[src/rtl/addr_lane_reg.sv]
// ---------------------------------------------------------------------------
// addr_lane_reg
//   General-purpose address register for the register unit (J, PC, XY, M).
//   The register is LANES byte-wide lanes. A command is one of the following:
//     - load the whole register from the address bus
//     - load one or more lanes from the data bus
//     - increment the register
//   An accepted command is held in a pending register. It is committed only
//   after a relay-settle interval of SETTLE cycles. busy is high during that
//   interval. done pulses for one cycle after the commit.
//   The committed value drives the wired-OR address bus while sel is high.
//
// Ports
//   clk        in   rising-edge clock for all state
//   rst_n      in   asynchronous active-low reset
//   data_in    in   LANE_W  data-bus value used for lane loads
//   lane_load  in   LANES   per-lane load request (lane 0 = least significant)
//   addr_in    in   W       address-bus value used for whole-register loads
//   addr_load  in   1       whole-register load request (highest priority)
//   inc        in   1       increment request (lowest priority)
//   sel        in   1       drive request for the address bus
//   addr_out   out  W       committed content while sel=1, otherwise zero
//   led_sel    out  1       copy of sel for the panel LED
//   content    out  W       committed register value
//   busy       out  1       settle interval in progress
//   done       out  1       one-cycle pulse after a commit
//   carry      out  1       with done: the committed increment wrapped
//   overrun    out  1       one-cycle pulse: a command was dropped while busy
// ---------------------------------------------------------------------------
module addr_lane_reg #(
  parameter int LANE_W = 8,
  parameter int LANES  = 2,
  parameter int SETTLE = 3
) (
  input  logic                      clk,
  input  logic                      rst_n,
  input  logic [LANE_W-1:0]         data_in,
  input  logic [LANES-1:0]          lane_load,
  input  logic [LANES*LANE_W-1:0]   addr_in,
  input  logic                      addr_load,
  input  logic                      inc,
  input  logic                      sel,
  output logic [LANES*LANE_W-1:0]   addr_out,
  output logic                      led_sel,
  output logic [LANES*LANE_W-1:0]   content,
  output logic                      busy,
  output logic                      done,
  output logic                      carry,
  output logic                      overrun
);

  localparam int W     = LANES * LANE_W;
  localparam int CNT_W = (SETTLE > 1) ? $clog2(SETTLE) : 1;

  // The counter starts at SETTLE-1 and commits when it reaches zero.
  // This gives exactly SETTLE busy cycles after the accept edge.
  localparam logic [CNT_W-1:0] CNT_LOAD = CNT_W'((SETTLE > 0) ? (SETTLE - 1) : 0);

  localparam logic [0:0] ST_IDLE   = 1'b0;
  localparam logic [0:0] ST_SETTLE = 1'b1;

  logic [0:0]       r_state;
  logic [CNT_W-1:0] r_cnt;
  logic [W-1:0]     r_content;
  logic [W-1:0]     r_pending;
  logic             r_pend_carry;
  logic             r_done;
  logic             r_carry;
  logic             r_overrun;

  logic             w_any_cmd;
  logic [W-1:0]     w_next_pending;
  logic             w_next_carry;

  // Overwrite every lane flagged in mask with the same data byte.
  // Unflagged lanes keep their value from base.
  function automatic logic [W-1:0] lane_merge(
    input logic [W-1:0]      base,
    input logic [LANE_W-1:0] data,
    input logic [LANES-1:0]  mask
  );
    logic [W-1:0] merged;
    merged = base;
    for (int k = 0; k < LANES; k++) begin
      if (mask[k]) begin
        merged[k*LANE_W +: LANE_W] = data;
      end else begin
        merged[k*LANE_W +: LANE_W] = base[k*LANE_W +: LANE_W];
      end
    end
    return merged;
  endfunction

  assign w_any_cmd = addr_load | (|lane_load) | inc;

  // Candidate pending value, using the priority addr_load > lane_load > inc.
  always_comb begin
    w_next_pending = r_pending;
    w_next_carry   = 1'b0;
    if (addr_load) begin
      w_next_pending = addr_in;
      w_next_carry   = 1'b0;
    end else if (|lane_load) begin
      w_next_pending = lane_merge(r_content, data_in, lane_load);
      w_next_carry   = 1'b0;
    end else if (inc) begin
      w_next_pending = r_content + {{(W-1){1'b0}}, 1'b1};
      w_next_carry   = &r_content;
    end else begin
      w_next_pending = r_pending;
      w_next_carry   = 1'b0;
    end
  end

  // Command FSM: accept in IDLE, then count the settle interval and commit.
  always_ff @(posedge clk or negedge rst_n) begin
    if (!rst_n) begin
      r_state      <= ST_IDLE;
      r_cnt        <= {CNT_W{1'b0}};
      r_content    <= {W{1'b0}};
      r_pending    <= {W{1'b0}};
      r_pend_carry <= 1'b0;
      r_done       <= 1'b0;
      r_carry      <= 1'b0;
      r_overrun    <= 1'b0;
    end else begin
      r_done    <= 1'b0;
      r_carry   <= 1'b0;
      r_overrun <= 1'b0;
      case (r_state)
        ST_IDLE: begin
          if (w_any_cmd) begin
            r_pending    <= w_next_pending;
            r_pend_carry <= w_next_carry;
            if (SETTLE == 0) begin
              // With no relay delay, the commit happens on the accept edge.
              r_content <= w_next_pending;
              r_done    <= 1'b1;
              r_carry   <= w_next_carry;
            end else begin
              r_state <= ST_SETTLE;
              r_cnt   <= CNT_LOAD;
            end
          end else begin
            r_state <= ST_IDLE;
          end
        end
        ST_SETTLE: begin
          // Commands arriving mid-settle are discarded; only flag the loss.
          r_overrun <= w_any_cmd;
          if (r_cnt == {CNT_W{1'b0}}) begin
            r_content <= r_pending;
            r_done    <= 1'b1;
            r_carry   <= r_pend_carry;
            r_state   <= ST_IDLE;
          end else begin
            r_cnt <= r_cnt - CNT_W'(1);
          end
        end
        default: begin
          r_state <= ST_IDLE;
          r_cnt   <= {CNT_W{1'b0}};
        end
      endcase
    end
  end

  // The bus shows committed content only, never the pending value.
  assign addr_out = sel ? r_content : {W{1'b0}};
  assign led_sel  = sel;
  assign content  = r_content;
  assign busy     = (r_state == ST_SETTLE);
  assign done     = r_done;
  assign carry    = r_carry;
  assign overrun  = r_overrun;

endmodule

[config.mk]
export PLATFORM = sky130hd
export DESIGN_NAME = addr_lane_reg
export DESIGN_NICKNAME = d
export VERILOG_FILES = /design/src/rtl/addr_lane_reg.sv
export SDC_FILE = /design/constraint.sdc
export NUM_CORES = 1
export LEC_CHECK = 0
export ABC_AREA = 1
export CAP_MARGIN = 20
export CORE_UTILIZATION = 35
export DETAILED_ROUTE_END_ITERATION = 7
export GPL_TIMING_DRIVEN = 0
export HOLD_SLACK_MARGIN = 0.02
export MAX_ROUTING_LAYER = met4
export PLACE_DENSITY = 0.67
export RECOVER_POWER = 25
export SLEW_MARGIN = 20
export SYNTH_ARGS = -nofsm -noshare
export SYNTH_HDL_FRONTEND = slang
export SYNTH_SLANG_ARGS = --single-unit
[constraint.sdc]
create_clock -name clk -period 2.9 [get_ports clk]
set_clock_uncertainty 0.15 [all_clocks]
set_input_delay 0.87 -clock clk [delete_from_list [all_inputs] [get_ports clk]]
set_output_delay 0.87 -clock clk [all_outputs]
set_load 0.05 [all_outputs]
==> impl_metrics.ini <==
[placement]
dpl_cell_area_um2 = 3331
globalplace.congestion = 0.9114
dp_hpwl_um = 5613
io_buffers = 64

[timing]
post-route-period-util = 0.9511
setup-violations-final = 0
fmax_ghz = 0.3625
worst-slew-pin-transition_ns = 1.000
hold_viol = 0
rsz0062_at_grt = no
maxSlewViolCount = 0
slew_headroom = 0.3332
fin_crit_ns = 2.758
hold_ws_ns = 0.3218

[critical_path]
critPathRequiredTime_ns = 1.88
rr_worst_depth = 6
cpLargestDelayFamily = buffers and inverters
arrival_ns = 1.74
slowest_stage = clkdlybuf4s50_1
path_cells = buf_4, clkdlybuf4s50_1
cp_max_fo = 2
path_buf_inv = 2
cpPeakStageDelay_ns = 0.79
timing.rr.start = r_cnt[0]
rrSetupSlack_ns = 1.10
end_kind = primary output
start_kind = primary input
path_class = primary input to primary output
reg2reg_to = content[11]

[global_routing]
antenna_found_initial = 0
grt_pass1_vias = 2428
grt_max_degree = 23
track_usage = 0.2181
overflow = 0
grt_first_pass_wirelength_um = 12230

[cts]
cts_tree = done
cts_inserted_buffers = 5
cts_sinks = 39
clock-root-buffer = clkbuf_8
clk_pin_slew_ns = 0.08
clk_latency_ns = 0.30
cts_buffer_depth = 2
h-tree-depth = 2
cts_setup_buffers = 0

[floorplanning]
start_util = 0.3688
die_y_um = 87.32
die_w_um = 87.32
die-area_um2 = 7624
fp-row-count = 30
core_um2 = 6907
io-pin-count = 68

[detailed_routing]
wl_met2_um = 3538
vias = 2722
dr.pass1.iters = 5
routed_wl_um = 7657
drt_iter0_markers = 195
top_layer = met4
drc = 0
wl_met3_um = 608
via_per_inst = 4.976
ant_nets = 0
met1_length_um = 3324
avgRoutedWirePerCell_um = 14.00

[hold_path]
hold_path.class = flop to flop
min_delay_path_depth = 2
worstHoldEndpoint = content[6]
min_from = r_pending[6]

[layout]
stdcell_area_um2 = 3463
multiInputGateArea_um2 = 1279
drive_above_1_share = 0.1197
fillers = 733
synthToLayoutAreaGrowth_pct = 35.95
regArea_um2 = 975.9
antennaDiodeCount = 0
nNetsFinal = 483

[pwr]
clockPowerShare = 0.166
seq_power_share = 0.310
p_sw_frac = 0.4879
power.density_nw_per_um2 = 949.8
p_int_mw = 1.685
ir_worst_vdd_mv = 0.4274
p_leak_nw = 1.687
power_switching_mw = 1.605
pwr-share-comb = 0.524

[synth]
ys_types = 32
synth_edf_count = 0
synthArstFlopShare = 1.000
yosysWarnings = 0
synth_ff_type = dfrtp_1
netlist_instances = 378
seq_area_frac_synth = 0.3831
syn_area_um2 = 2547
ys_seq_elements = 39
synth.avg_cell_area_um2 = 6.739
synth_nets = 411

[run_status]
status = finished clean

[job]
maxCapViolations = 0
-- cells by family (layout without fill, tap and decap cells) --
kind of cell | after synthesis | count (layout) | share of synthesized area
compound gates | 62 | 62 | 0.1419
simple gates | 209 | 209 | 0.3468
fa+ha+maj | 2 | 2 | 0.009822
flops | 39 | 39 | 0.3831
buf+inv | 65 | 138 | 0.1149
xor+xnor | 1 | 1 | 0.003439
-- tightest hold or removal path, stage by stage, from the launching register on --
cell     delay (ns)
dfrtp_1        0.35
nand2_1        0.05
nand2_1        0.05
-- power by group through the flow --
stage	combinational [mW]	sequential (mW)	clock (mW)
CTS	1.73	1.02	0.550
floorplan	0.841	1.33	0
finish	1.72	1.02	0.546
global placement	1.71	1.02	0
detailed placement	1.74	1.03	0
global route	1.88	1.05	0.576
-- per-stage QoR --
stage	utilization	total power, mW	setup TNS [ns]	worst slack [ns]	cells
after global placement	0.4790	2.727	-13.60	-0.7354	538
after floorplan	-	2.171	0	0.1433	378
after CTS	0.5036	3.298	0	0.03157	547
final	0.5014	3.289	0	0.1417	547
after detailed placement	0.4822	2.768	-8.140	-0.7434	539
after global routing	0.5014	3.510	0	0.05248	547
-- layer usage --
metal,track usage,vias up
met1,0.2823,1244
met2,0.3445,130
met3,0.03318,22
li1,-,1326
met4,0.08197,0
met5,-,-
-- area by class of cell --
cell class              count  share of cell area
multi-input cells         274              0.3692
flip-flops and latches     39              0.2818
repair buffers             65              0.1882
inverters                  47             0.05094
plain buffers              18             0.03685
well taps                  96             0.03468
clock buffers               6             0.02095
clock inverters             2             0.01734
-- timing repair --
| item | 4_1_cts | 5_1_grt |
|---|---|---|
| endpoints found under the setup margin | 16 | 10 |
| gates resized for setup | 39 | 2 |
| hold buffers | 0 | 0 |
| pin swaps | 0 | 0 |
-- layout by cell type (no fill, tap or decap), types with 6 or more instances in the layout --
master | netlist | layout
nand2_1 | 123 | 123
nor2_1 | 49 | 49
clkdlybuf4s50_1 | 0 | 47
inv_1 | 39 | 39
dfrtp_1 | 39 | 39
o21ai_0 | 34 | 34
nand3_1 | 16 | 16
a21oi_1 | 10 | 10
clkdlybuf4s15_2 | 0 | 10
clkbuf_8 | 0 | 6
buf_4 | 6 | 6
inv_2 | 6 | 6
clkbuf_1 | 6 | 6
dlygate4sd2_1 | 0 | 6
-- registers in the layout, summed over array words and instances, names as in the netlist --
register      flops
busy              1
carry             1
content          16
done              1
overrun           1
r_cnt             2
r_pend_carry      1
r_pending        16
-- worst max path at each step --
stage,startpoint,to,slack [ns],cells after the start
5_1_grt,rst_n,content[14],0.05,2
2_1_floorplan,sel,addr_out[9],0.14,4
6_report,sel,led_sel,0.14,2
3_3_place_gp,sel,addr_out[5],-0.74,5
3_5_place_dp,sel,addr_out[4],-0.74,5
4_1_cts,sel,addr_out[12],0.03,5
-- cell usage after synthesis, types with 2 or more instances --
| cell | number | area [µm²] |
|---|---|---|
| dfrtp_1 | 39 | 975.9 |
| nor2_2 | 3 | 18.77 |
| a211oi_1 | 4 | 30.03 |
| o21ai_1 | 3 | 15.01 |
| buf_6 | 3 | 33.78 |
| nand2_2 | 5 | 31.28 |
| buf_2 | 3 | 15.01 |
| nor2_1 | 49 | 183.9 |
| inv_2 | 6 | 22.52 |
| o21bai_1 | 3 | 22.52 |
| clkinv_1 | 2 | 7.510 |
| nor3_1 | 4 | 20.02 |
| nand3_1 | 16 | 80.08 |
| a21oi_1 | 10 | 50.05 |
| nand4_1 | 3 | 18.77 |
| buf_4 | 6 | 45.04 |
| nor2_4 | 2 | 22.52 |
| ha_1 | 2 | 25.02 |
| inv_1 | 39 | 146.4 |
| nand2_1 | 123 | 461.7 |
| clkbuf_1 | 6 | 22.52 |
| nand3_2 | 2 | 20.02 |
| a31oi_1 | 2 | 12.51 |
| o21ai_2 | 2 | 17.52 |
| o21ai_0 | 34 | 170.2 |
(Power assumes the default switching activity.)
